## config.mk

```make
export PLATFORM = sky130hd
export DESIGN_NAME = baud_config_ctrl
export DESIGN_NICKNAME = d
export VERILOG_FILES = /design/src/rtl/baud_config_ctrl.sv
export SDC_FILE = /design/constraint.sdc
export NUM_CORES = 1
export LEC_CHECK = 0
export ABC_AREA = 0
export ABC_CLOCK_PERIOD_IN_PS = 2100
export BUFFER_PORTS_ARGS = -buffer_cell sky130_fd_sc_hd__buf_2
export CAP_MARGIN = 20
export CORE_MARGIN = 5
export CORE_UTILIZATION = 55
export DETAILED_ROUTE_END_ITERATION = 16
export GPL_TIMING_DRIVEN = 0
export PLACE_DENSITY = 0.79
export SLEW_MARGIN = 20
export SYNTH_ARGS = -nofsm -noshare
export SYNTH_HDL_FRONTEND = slang
export SYNTH_SLANG_ARGS = --single-unit
```

## constraint.sdc

```tcl
create_clock -name clk -period 2.1 [get_ports clk]
set_clock_uncertainty 0.1 [all_clocks]
set_input_delay 0.105 -clock clk [delete_from_list [all_inputs] [get_ports clk]]
set_output_delay 0.105 -clock clk [all_outputs]
set_load 0.01 [all_outputs]
```

## src/rtl/baud_config_ctrl.sv

```systemverilog
`default_nettype none
// ============================================================================
//  Module      : baud_config_ctrl
//  Description : Arbitrates host and preset divisor-load requests, writes the
//                chosen 16-bit divisor to the baud generator as two byte
//                writes, then waits for the first baud tick (or a timeout)
//                to confirm the new rate is running.
//  Revision    : 1.0 - initial release
// ============================================================================
//
// Timing model (cycle = one clock period, outputs change just after posedge):
//   cycle N   : IDLE, grant ack pulses (decision registered on entry to N)
//   cycle N+1 : WR_LO strobe, busy rises
//   cycle N+2 : WR_HI strobe
//   cycle N+3 : WAIT_TICK entered, current_divisor shows the new value
// The grant is decided one edge ahead, from the requests present while the
// FSM is about to be IDLE, so that the ack itself can be a registered output
// that is visible during the IDLE grant cycle.

module baud_config_ctrl #(
  parameter int TIMEOUT_CYCLES = 70000
) (
  input  logic        clk,
  input  logic        rst_n,
  input  logic        host_req,
  input  logic [15:0] host_divisor,
  output logic        host_ack,
  input  logic        preset_req,
  input  logic [1:0]  preset_sel,
  output logic        preset_ack,
  output logic        baud_write_en,
  output logic        baud_write_location,
  output logic [7:0]  baud_generator_write_line,
  input  logic        baud_tick,
  output logic        busy,
  output logic        cfg_done,
  output logic        cfg_timeout,
  output logic [15:0] current_divisor
);

  localparam int          CNT_W         = 17;
  localparam logic [16:0] CNT_LAST      = CNT_W'(TIMEOUT_CYCLES - 1);
  localparam logic [15:0] RESET_DIVISOR = 16'd326;

  typedef enum logic [1:0] {
    IDLE      = 2'd0,
    WR_LO     = 2'd1,
    WR_HI     = 2'd2,
    WAIT_TICK = 2'd3
  } state_t;

  state_t      state;
  state_t      state_nxt;

  logic [15:0] divisor;            // divisor latched in the grant cycle
  logic [15:0] divisor_nxt;
  logic [15:0] preset_divisor;
  logic [15:0] host_clamped;
  logic [16:0] wait_cnt;
  logic [7:0]  line_nxt;
  logic        last_grant_preset;  // 1 = preset was granted most recently
  logic        granting;           // current cycle is an IDLE grant cycle
  logic        grant_nxt;          // next cycle will be a grant cycle
  logic        host_wins;
  logic        cnt_last;

  // the ack registers mark the grant cycle, so they double as the grant flag
  assign granting     = (state == IDLE) && (host_ack || preset_ack);
  assign cnt_last     = (wait_cnt == CNT_LAST);
  assign host_clamped = (host_divisor == 16'd0) ? 16'd1 : host_divisor;

  // Preset table: divisors for 4800/9600/19200/38400 baud at 50 MHz
  always_comb begin
    preset_divisor = 16'd326;
    case (preset_sel)
      2'd0: preset_divisor = 16'd651;
      2'd1: preset_divisor = 16'd326;
      2'd2: preset_divisor = 16'd163;
      2'd3: preset_divisor = 16'd81;
      default: preset_divisor = 16'd326;
    endcase
  end

  // FSM state register
  always_ff @(posedge clk or negedge rst_n) begin
    if (!rst_n) begin
      state <= IDLE;
    end else begin
      state <= state_nxt;
    end
  end

  // FSM next-state, round-robin arbitration and divisor/byte selection
  always_comb begin
    state_nxt   = state;
    grant_nxt   = 1'b0;
    host_wins   = 1'b0;
    divisor_nxt = divisor;
    line_nxt    = 8'h00;

    case (state)
      IDLE:      if (granting) state_nxt = WR_LO;
      WR_LO:     state_nxt = WR_HI;
      WR_HI:     state_nxt = WAIT_TICK;
      WAIT_TICK: if (baud_tick || cnt_last) state_nxt = IDLE;
      default:   state_nxt = IDLE;
    endcase

    // On a tie the requester that was not served last wins
    host_wins = host_req && (!preset_req || last_grant_preset);
    grant_nxt = (state_nxt == IDLE) && (host_req || preset_req);

    if (granting) begin
      divisor_nxt = host_ack ? host_clamped : preset_divisor;
    end

    case (state_nxt)
      WR_LO:   line_nxt = divisor_nxt[7:0];
      WR_HI:   line_nxt = divisor_nxt[15:8];
      default: line_nxt = 8'h00;
    endcase
  end

  // Grant acks and round-robin history
  always_ff @(posedge clk or negedge rst_n) begin
    if (!rst_n) begin
      host_ack          <= 1'b0;
      preset_ack        <= 1'b0;
      last_grant_preset <= 1'b1;
    end else begin
      host_ack   <= grant_nxt && host_wins;
      preset_ack <= grant_nxt && !host_wins;
      if (grant_nxt) begin
        last_grant_preset <= !host_wins;
      end
    end
  end

  // Divisor latch, generator write port and committed divisor
  always_ff @(posedge clk or negedge rst_n) begin
    if (!rst_n) begin
      divisor                   <= RESET_DIVISOR;
      current_divisor           <= RESET_DIVISOR;
      baud_write_en             <= 1'b0;
      baud_write_location       <= 1'b0;
      baud_generator_write_line <= 8'h00;
      busy                      <= 1'b0;
    end else begin
      divisor                   <= divisor_nxt;
      baud_write_en             <= (state_nxt == WR_LO) || (state_nxt == WR_HI);
      baud_write_location       <= (state_nxt == WR_HI);
      baud_generator_write_line <= line_nxt;
      busy                      <= (state_nxt != IDLE);
      // commit once the high byte has been written
      if (state == WR_HI) begin
        current_divisor <= divisor;
      end
    end
  end

  // WAIT_TICK counter and completion pulses; a tick beats a timeout
  always_ff @(posedge clk or negedge rst_n) begin
    if (!rst_n) begin
      wait_cnt    <= '0;
      cfg_done    <= 1'b0;
      cfg_timeout <= 1'b0;
    end else begin
      if ((state == WAIT_TICK) && (state_nxt == WAIT_TICK)) begin
        wait_cnt <= wait_cnt + 17'd1;
      end else begin
        wait_cnt <= '0;
      end
      cfg_done    <= (state == WAIT_TICK) && baud_tick;
      cfg_timeout <= (state == WAIT_TICK) && !baud_tick && cnt_last;
    end
  end

endmodule

`default_nettype wire

```

==> flow_metrics.py, run 1 <==
metrics = {
    "outcome": {
        "status": "completed",
    },
    "setup_path": {
        "critPathMaxFanout": 10,
        "criticalPathCategory": "reg2reg",
        "worstPathArrival_ns": 2.06,
        "end_kind": "register",
        "critPathRequiredTime_ns": 2.23,
        "r2r_setup_slack_ns": 0.17,
        "crit_path_start_kind": "register",
    },
    "floorplan": {
        "die_h_microns": 82.4,
        "coreArea_sq_um": 5110,
        "dieArea_sq_um": 6790,
        "row_count": 26,
        "start_util_pct": 56.5,
        "fp.dieW_microns": 82.4,
        "num_io_pins": 54,
    },
    "timing": {
        "finalCritPeriodShare_pct": 91.9,
        "rsz0062_at_grt": "false",
        "hold_viol_final": 0,
        "tightest_slew_ns": 0.524,
        "slew-limit-headroom_pct": 64.9,
        "period_needed_ns": 1.93,
        "finalSetupTns_ns": 0,
        "setup-violations-final": 0,
        "fmax_mhz": 518,
        "slew_violations": 0,
    },
    "cells_and_area": {
        "syn_to_final_growth_pct": 24.2,
        "drive_gt1_share_pct": 30.1,
        "finalNetCount": 361,
        "fin_cells": 412,
        "mostFrequentLayoutCells": "dfrtp_1 (58), buf_2 (54), nor2_1 (37), nand2_1 (19), mux2_2 (16)",
        "final_common_cell": "dfrtp_1",
        "nFillCells": 370,
        "n_antenna_cell": 0,
    },
    "yosys": {
        "synth_top_area_share_pct": 50.3,
        "synth_top_family_by_area": "simple AND/OR/NAND/NOR gates",
        "synth_area_leaders": "dfrtp_1 (50%), dfstp_2 (8.2%), mux2_2 (6.2%)",
        "muxShareOfSynthArea_pct": 6.59,
        "synth_cell_types": 39,
        "synth.net_count": 284,
        "synthXorXnorAreaFrac_pct": 4.56,
        "syn_avg_cell_area_sq_um": 11.1,
        "ys_async_sr_fraction_pct": 100,
        "syn_area_sq_um": 2880,
        "synth_compound_area_share_pct": 10.7,
        "syn_inst": 260,
        "synthSimpleGateAreaFrac_pct": 16.6,
        "synth_ff_type": "dfrtp_1",
        "yosysWarnings": 0,
        "yosysSeqAreaShare_pct": 58.5,
        "ys_ff_latch": 67,
        "synth-edff-count": 0,
        "synth_fa_ha_area_share_pct": 0.434,
        "synth_largest_area_cell": "dfrtp_1",
    },
    "detailed_routing": {
        "drtAntennaViolNets": 0,
        "vias_per_cell": 5.50,
        "drc": 0,
        "drtIter0Drc": 101,
        "vias": 2265,
        "firstDrtPassIters": 4,
        "detail_route.wl_per_cell_microns": 15.4,
        "routed_wl_microns": 6340,
    },
    "grt": {
        "antenna_found_initial": 0,
        "grt_max_degree": 42,
        "globalRouteOverflowTotal": 0,
        "grt_pass1_wl_microns": 10700,
        "grt_pass1_vias": 2234,
        "grt_usage_pct": 20.8,
    },
    "cts": {
        "postCtsSetupBuffers": 0,
        "cts.sinks": 67,
        "root_buffer": "clkbuf_8",
        "worst_skew_pair.late_latency_ns": 0.33,
        "clockBufferDepth": 2,
        "clkTransAtPathRegs_ns": 0.07,
        "cts_buffers": 9,
        "htreeDepth": 3,
        "cts_tree": "done",
    },
    "power": {
        "finalPower_mw": 4.36,
        "p_leak_nw": 1.71,
        "p_per_area_nw_per_um2": 1220,
        "ir_drop_mv": 0.695,
    },
    "placed_design": {
        "gp_congestion": 0.911,
        "dp_hpwl_microns": 4420,
        "dp_cells": 383,
        "io_buffers": 52,
    },
    "flow_run": {
        "maxCapViolCount": 0,
    },
    "min_path": {
        "min_path_type": "in2reg",
    },
}
-- worst max-delay path, stage by stage (launching register included) --
cell,delay (ns)
dfrtp_1,0.39
clkbuf_1,0.21
o21ai_0,0.37
clkbuf_1,0.40
nor2_1,0.16
a21o_1,0.19
-- metrics by stage --
| stage | util (%) | instance area [sq um] | hold WS [ns] | setup WS, ns |
|---|---|---|---|---|
| 6_report | 70.1 | 3580 | 0.0671 | 0.170 |
| 4_1_cts | 70.2 | 3580 | 0.0666 | 0.0432 |
| 2_1_floorplan | - | 2880 | -0.291 | 0.432 |
| 3_5_place_dp | 63.7 | 3250 | -0.0594 | 0.0676 |
| 3_3_place_gp | 63.3 | 3230 | 0.214 | 0.157 |
| 5_1_grt | 70.1 | 3580 | 0.0971 | 0.0479 |
-- sequential cells by signal, summed over array words and instances (netlist names) --
register and count:
wait_cnt 17, state 2, busy 1, last_grant_preset 1
cfg_done 1, cfg_timeout 1, host_ack 1, divisor 16
baud_write_en 1, preset_ack 1, baud_generator_write_line 8, baud_write_location 1
current_divisor 16
-- where the power goes --
part	internal (mW)	leakage (nW)	switching, mW	total (mW)
combinational	0.659	0.749	0.747	1.41
clock	0.579	0.0974	0.456	1.03
sequential	1.72	0.864	0.204	1.92
-- worst paths after layout --
kind	startpoint	to	depth (start not counted)
worst max-delay path	host_ack$_DFF_PN0_	baud_generator_write_line[2]$_DFF_PN0_	5
worst min-delay path	host_divisor[8]	divisor[8]$_DFF_PN1_	3
worst max register to register	host_ack$_DFF_PN0_	baud_generator_write_line[2]$_DFF_PN0_	5
worst min register to register	divisor[3]$_DFF_PN0_	divisor[3]$_DFF_PN0_	1
max in group asynchronous	rst_n	divisor[8]$_DFF_PN1_	3
min in group asynchronous	rst_n	wait_cnt[12]$_DFF_PN0_	2
-- layout make-up --
| type | instances | area, sq um | area share, % |
|---|---|---|---|
| Clock buffer | 13 | 149 | 4.16 |
| Sequential cell | 67 | 1690 | 47.1 |
| Tap cell | 70 | 87.6 | 2.45 |
| Inverter | 7 | 26.3 | 0.734 |
| Clock inverter | 3 | 40.0 | 1.12 |
| Multi-Input combinational cell | 176 | 1120 | 31.3 |
| Buffer | 9 | 45.0 | 1.26 |
| Timing Repair Buffer | 67 | 423 | 11.8 |
-- synth_stat cells, types with 2 or more instances --
library cell and n:
xnor2_1 10, buf_2 4, a31oi_1 2, nor2_1 37, dfrtp_1 58, a21o_1 8, nand4_1 5, nand3_1 5
nand4bb_1 2, nor4_1 7, mux2_2 16, a21oi_1 12, nand2_1 20, o21ai_0 7, nor3_1 7, o22ai_1 4
xor2_1 5, nor3b_1 3, clkbuf_1 5, nor2b_1 3, a22o_1 6, dfstp_2 9, and3_1 3, inv_1 7
-- repair_timing --
action,CTS,global route
setup endpoints to repair,0,10
hold endpoints to repair,76,0
hold buffers,14,0
gates resized for setup,0,1
-- layer usage --
| metal | global-route usage (%) | wire length [microns] |
|---|---|---|
| met1 | 29.7 | 2860 |
| met2 | 31.2 | 2970 |
| met3 | 4.77 | 392 |
| met4 | 7.48 | 111 |
| met5 | 0 | 0 |
-- cells by family after synthesis --
family | Yosys count
adder cells (fa/ha/maj) | 1
multiplexers | 17
AND/OR/NAND/NOR | 98
AO/OA/AOI/OAI | 45
buffers and inverters | 17
XOR/XNOR | 15
flip-flops | 67
Note: power is estimated with default switching activity, not from simulation.
==> inputs of run 2 (changes only) <==
--- a/config.mk
+++ b/config.mk
@@ -6,10 +6,9 @@
 export NUM_CORES = 1
 export LEC_CHECK = 0
 export ABC_AREA = 0
-export ABC_CLOCK_PERIOD_IN_PS = 2100
+export ABC_CLOCK_PERIOD_IN_PS = 2200
 export BUFFER_PORTS_ARGS = -buffer_cell sky130_fd_sc_hd__buf_2
 export CAP_MARGIN = 20
-export CORE_MARGIN = 5
 export CORE_UTILIZATION = 55
 export DETAILED_ROUTE_END_ITERATION = 16
 export GPL_TIMING_DRIVEN = 0
==> constraint.sdc (replaced) <==
create_clock -name clk -period 2.2 [get_ports clk]
set_clock_uncertainty 0.1 [all_clocks]
set_input_delay 0.11 -clock clk [delete_from_list [all_inputs] [get_ports clk]]
set_output_delay 0.11 -clock clk [all_outputs]
set_load 0.01 [all_outputs]
==> run 2 against run 1 <==
- flip-flop and latch count stayed put
- global-route usage is 3.7 points higher
- sequential share of layout area hardly changed
- cell area is 0.11% higher
- sequential power is 5% lower
==> flow_metrics.py, run 2 (synthesized netlist as in run 1, its figures left out) <==
metrics = {
    "cells_and_area": {
        "drive_gt1_share_pct": 30.6,
        "mostFrequentLayoutCells": "dfrtp_1 (58), buf_2 (55), nor2_1 (37), nand2_1 (20), mux2_2 (16)",
        "top_regs": "wait_cnt: 17 flops, current_divisor: 16 flops, divisor: 16 flops",
        "syn_to_final_growth_pct": 24.3,
        "largest_register_ffs": 17,
        "final_cell_area_sq_um": 3580,
        "nFillCells": 360,
        "finalNetCount": 362,
        "utilization_pct": 73.5,
        "final_common_cell": "dfrtp_1",
        "n_antenna_cell": 0,
        "largest-register": "wait_cnt",
    },
    "cts": {
        "cts.sinks": 67,
        "htreeDepth": 3,
        "cts_resized": 0,
        "worst_skew_pair.late_latency_ns": 0.34,
        "cts_buffers": 9,
        "hold_buffers": 14,
        "postCtsSetupBuffers": 0,
        "clockBufferDepth": 2,
        "clkTransAtPathRegs_ns": 0.07,
        "cts_tree": "done",
        "root_buffer": "clkbuf_8",
    },
    "grt": {
        "grt_pass1_wl_microns": 9890,
        "antenna_found_initial": 0,
        "grt_usage_pct": 24.5,
        "grt_max_degree": 41,
        "globalRouteOverflowTotal": 0,
        "grt_pass1_vias": 2095,
    },
    "power": {
        "internal_power_mw": 2.79,
        "p_sw_mw": 1.36,
        "seqPwrFrac_pct": 44.1,
        "p_comb_share_pct": 32.0,
        "ir_drop_mv": 0.638,
        "p_per_area_nw_per_um2": 1160,
        "p_leak_nw": 1.70,
        "clockPowerShare_pct": 23.9,
        "finalPower_mw": 4.15,
        "swShare_pct": 32.7,
    },
    "placed_design": {
        "placedInstanceArea_sq_um": 3250,
        "dp_hpwl_microns": 4190,
        "gp_congestion": 0.844,
        "pre_cts_slack_ns": 0.249,
        "io_buffers": 52,
    },
    "setup_path": {
        "r2r-end": "baud_generator_write_line[3]$_DFF_PN0_",
        "critPathRequiredTime_ns": 2.34,
        "rr_startpoint": "host_ack$_DFF_PN0_",
        "criticalPathCategory": "reg2reg",
        "reg2reg_depth": 5,
        "r2r_setup_slack_ns": 0.23,
        "end_kind": "register",
        "worstPathArrival_ns": 2.11,
        "critPathMaxFanout": 10,
        "crit_path_start_kind": "register",
    },
    "timing": {
        "setup-violations-final": 0,
        "slew-limit-headroom_pct": 63.8,
        "period_needed_ns": 1.97,
        "tightest_slew_ns": 0.540,
        "finalCritPeriodShare_pct": 89.6,
        "slew_violations": 0,
        "rsz0062_at_grt": "false",
        "setup_ws_ns": 0.230,
        "hold_viol_final": 0,
        "finalSetupTns_ns": 0,
        "fmax_mhz": 508,
    },
    "floorplan": {
        "coreArea_sq_um": 4880,
        "die_h_microns": 74.4,
        "fp.dieW_microns": 74.4,
        "dieArea_sq_um": 5540,
        "start_util_pct": 59.1,
        "row_count": 25,
        "num_io_pins": 54,
    },
    "flow_run": {
        "maxCapViolCount": 0,
    },
    "detailed_routing": {
        "firstDrtPassIters": 4,
        "drtAntennaViolNets": 0,
        "vias": 2253,
        "routed_wl_microns": 6070,
        "vias_per_cell": 5.50,
        "detail_route.wl_per_cell_microns": 14.8,
        "drc": 0,
        "drtIter0Drc": 120,
    },
    "min_path": {
        "hold_depth": 3,
        "hp-start": "host_divisor[8]",
        "min_path_type": "in2reg",
        "whs_endpoint": "divisor[8]$_DFF_PN1_",
    },
    "outcome": {
        "status": "completed",
    },
}
[run 2: changes by cell type in the layout (fill, tap and decap cells not counted)]
cell        delta
nand2_2        -1
clkinv_2       -1
clkinv_4       +1
clkbuf_8       -1
buf_2          +1
clkbuf_1       -2
nand2_1        +1
clkinvlp_4     +3
[run 2: how the worst max path moves through the flow]
stage	from	slack [ns]	end	cells after the start
detailed placement	wait_cnt[0]$_DFF_PN0_	0.25	wait_cnt[15]$_DFF_PN0_	7
finish	host_ack$_DFF_PN0_	0.23	baud_generator_write_line[3]$_DFF_PN0_	5
CTS	wait_cnt[0]$_DFF_PN0_	0.23	wait_cnt[15]$_DFF_PN0_	7
floorplan	wait_cnt[0]$_DFF_PN0_	0.53	wait_cnt[10]$_DFF_PN0_	7
global placement	wait_cnt[0]$_DFF_PN0_	0.24	wait_cnt[15]$_DFF_PN0_	7
global route	wait_cnt[0]$_DFF_PN0_	0.04	wait_cnt[15]$_DFF_PN0_	7
[run 2: power by group through the flow]
stage	combinational, mW	sequential, mW	clock, mW
floorplan	0.789	1.92	0
global placement	1.27	1.84	0
detailed placement	1.31	1.85	0
CTS	1.34	1.83	1.01
global route	1.48	1.87	1.05
finish	1.33	1.83	0.992
[run 2: stage by stage]
| stage | instances | hold slack [ns] |
|---|---|---|
| CTS | 410 | 0.00308 |
| floorplan | 260 | -0.286 |
| finish | 410 | 0.0134 |
| detailed placement | 380 | -0.0507 |
| global route | 410 | 0.0648 |
| global placement | 379 | 0.220 |
[run 2: cell type report]
class	count	area [sq um]	area share, %
Tap cell	67	83.8	2.34
Timing Repair Buffer	67	423	11.8
Buffer	10	50.0	1.40
Inverter	7	26.3	0.733
Sequential cell	67	1690	47.1
Clock inverter	6	66.3	1.85
Multi-Input combinational cell	176	1120	31.2
Clock buffer	10	128	3.56
[run 2: worst max-delay path: stages (launching register included)]
cell      delay [ns]
dfrtp_1         0.38
clkbuf_1        0.22
o21ai_0         0.42
clkbuf_1        0.41
nor2_1          0.15
a21o_1          0.18
[run 2: per-layer routing]
layer,up-vias,global-route usage [%],part of all wire (%)
li1,1068,-,-
met1,1096,34.5,47
met2,76,36.3,47
met3,13,4.34,4.6
met4,0,13.2,1.7
met5,-,0,0
==> inputs of run 3 (changes only) <==
--- a/config.mk
+++ b/config.mk
@@ -9,6 +9,7 @@
 export ABC_CLOCK_PERIOD_IN_PS = 2200
 export BUFFER_PORTS_ARGS = -buffer_cell sky130_fd_sc_hd__buf_2
 export CAP_MARGIN = 20
+export CORE_ASPECT_RATIO = 0.9
 export CORE_UTILIZATION = 55
 export DETAILED_ROUTE_END_ITERATION = 16
 export GPL_TIMING_DRIVEN = 0
==> run 3 against run 2 <==
- clock power increased by 15%
- cell area up 0.87%
- register-to-register slack barely moved
- critical path type unchanged
- sequential power about the same
- global-route usage is 0.38 points higher
- combinational power barely moved
- cell count is 0.49% lower
==> flow_metrics.py, run 3 (synthesized netlist as in run 1, its figures left out) <==
metrics = {
    "outcome": {
        "status": "completed",
    },
    "cts": {
        "cts_tree": "done",
        "clockBufferDepth": 2,
        "postCtsSetupBuffers": 0,
        "clkTransAtPathRegs_ns": 0.07,
        "cts.sinks": 67,
        "htreeDepth": 3,
        "worst_skew_pair.late_latency_ns": 0.34,
        "cts_buffers": 9,
        "root_buffer": "clkbuf_8",
    },
    "cells_and_area": {
        "largest-register": "wait_cnt",
        "mostFrequentLayoutCells": "dfrtp_1 (58), buf_2 (55), nor2_1 (37), nand2_1 (19), mux2_2 (16)",
        "n_antenna_cell": 0,
        "syn_to_final_growth_pct": 25.4,
        "largest_register_ffs": 17,
        "fin_cells": 408,
        "final_common_cell": "dfrtp_1",
        "finalNetCount": 362,
        "top_regs": "wait_cnt: 17 flops, current_divisor: 16 flops, divisor: 16 flops",
        "drive_gt1_share_pct": 31.2,
    },
    "power": {
        "p_sw_mw": 1.36,
        "ir_drop_mv": 0.723,
        "seqPwrFrac_pct": 42.6,
        "p_per_area_nw_per_um2": 1190,
        "p_leak_nw": 1.73,
        "swShare_pct": 31.5,
        "p_comb_share_pct": 30.9,
        "clockPowerShare_pct": 26.5,
        "internal_power_mw": 2.94,
    },
    "detailed_routing": {
        "firstDrtPassIters": 4,
        "vias": 2163,
        "drtAntennaViolNets": 0,
        "drtIter0Drc": 124,
        "vias_per_cell": 5.30,
        "detail_route.wl_per_cell_microns": 14.6,
        "routed_wl_microns": 5940,
        "drc": 0,
    },
    "setup_path": {
        "worstPathArrival_ns": 2.11,
        "crit_path_start_kind": "register",
        "crit_slowest_cell": "o21ai_0",
        "critPathMaxFanout": 10,
        "end_kind": "register",
        "crit_path_cell_trace": "clkbuf_1 > o21ai_0 > clkbuf_1 > nor2_1 > a21o_1",
        "crit_top_cell": "clkbuf_1",
        "criticalPathCategory": "reg2reg",
        "critPathRequiredTime_ns": 2.34,
        "cpPeakStageDelay_ns": 0.41,
    },
    "flow_run": {
        "maxCapViolCount": 0,
    },
    "grt": {
        "grt_pass1_vias": 2097,
        "globalRouteOverflowTotal": 0,
        "grt_usage_pct": 24.9,
        "antenna_found_initial": 0,
        "grt_max_degree": 39,
        "grt_pass1_wl_microns": 10300,
    },
    "placed_design": {
        "io_buffers": 52,
        "dp_cells": 378,
        "gp_congestion": 0.878,
        "dp_hpwl_microns": 4160,
    },
    "timing": {
        "finalSetupTns_ns": 0,
        "slew-limit-headroom_pct": 67.7,
        "hold_viol_final": 0,
        "rsz0062_at_grt": "false",
        "period_needed_ns": 1.97,
        "slew_violations": 0,
        "finalCritPeriodShare_pct": 89.6,
        "setup-violations-final": 0,
        "fmax_mhz": 507,
        "tightest_slew_ns": 0.483,
    },
    "min_path": {
        "min_path_type": "in2reg",
    },
    "floorplan": {
        "row_count": 24,
        "fp.dieW_microns": 78.3,
        "die_h_microns": 70.7,
        "dieArea_sq_um": 5540,
        "coreArea_sq_um": 4950,
        "num_io_pins": 54,
        "start_util_pct": 58.2,
    },
}
[run 3: cell count changes in the layout (fill, tap and decap cells not counted)]
| cell | change |
|---|---|
| clkbuf_1 | -1 |
| inv_6 | +1 |
| bufinv_16 | +1 |
| nand2_1 | -1 |
| clkinvlp_4 | -3 |
| clkinv_2 | +1 |
| clkbuf_8 | +1 |
| nand2_2 | +1 |
[run 3: final timing paths]
check / start / endpoint / slack (ns) / cells past startpoint
min: host_divisor[8] / divisor[8]$_DFF_PN1_ / 0.02 / 3
max: host_ack$_DFF_PN0_ / baud_generator_write_line[2]$_DFF_PN0_ / 0.23 / 5
max in group asynchronous: rst_n / divisor[1]$_DFF_PN1_ / 1.29 / 3
max reg2reg: host_ack$_DFF_PN0_ / baud_generator_write_line[2]$_DFF_PN0_ / 0.23 / 5
min reg2reg: divisor[3]$_DFF_PN0_ / divisor[3]$_DFF_PN0_ / 0.38 / 1
min in group asynchronous: rst_n / wait_cnt[12]$_DFF_PN0_ / 0.13 / 2
[run 3: metrics by stage]
stage	hold WS [ns]	setup WS [ns]	area [sq um]	util [%]	power, mW
6_report	0.0205	0.228	3620	73.0	4.30
5_1_grt	0.0412	0.0658	3620	73.0	4.56
4_1_cts	0.0117	0.185	3610	72.9	4.32
3_5_place_dp	-0.0437	0.225	3250	65.6	3.16
3_3_place_gp	0.219	0.240	3230	65.1	3.11
2_1_floorplan	-0.286	0.532	2880	-	2.70
[run 3: layer usage]
metal	wire length [microns]	track usage [%]	vias up
met5	0	0	-
met4	78	7.82	0
met3	292	7.61	9
met2	2650	36.3	51
met1	2930	36.0	1037
li1	-	-	1066
[run 3: power by group through the flow]
stage                     Sequential [mW]  Clock, mW  Combinational [mW]
after CTS                            1.83       1.16                1.33
final                                1.83       1.14                1.33
after global placement               1.84          0                1.27
after global routing                 1.88       1.21                1.47
after floorplan                      1.92          0               0.789
after detailed placement             1.85          0                1.30
[run 3: layout make-up]
type,instances,area (sq um)
Timing Repair Buffer,67,423
Fill cell,358,1340
Clock inverter,6,87.6
Clock buffer,10,138
Sequential cell,67,1690
Buffer,10,50.0
Inverter,7,26.3
Tap cell,65,81.3
Multi-Input combinational cell,176,1120
[run 3: timing repair]
item	in CTS	in global routing
endpoints found under the setup margin	0	3
hold endpoints to repair	76	0
hold buffers	14	0
gates resized for setup	0	1
[run 3: critical path: cells and delay by family (launching register included)]
| family | cells | cell delay, ns |
|---|---|---|
| compound gates | 2 | 0.59 |
| simple gates | 1 | 0.15 |
| flops | 1 | 0.39 |
| buf+inv | 2 | 0.63 |
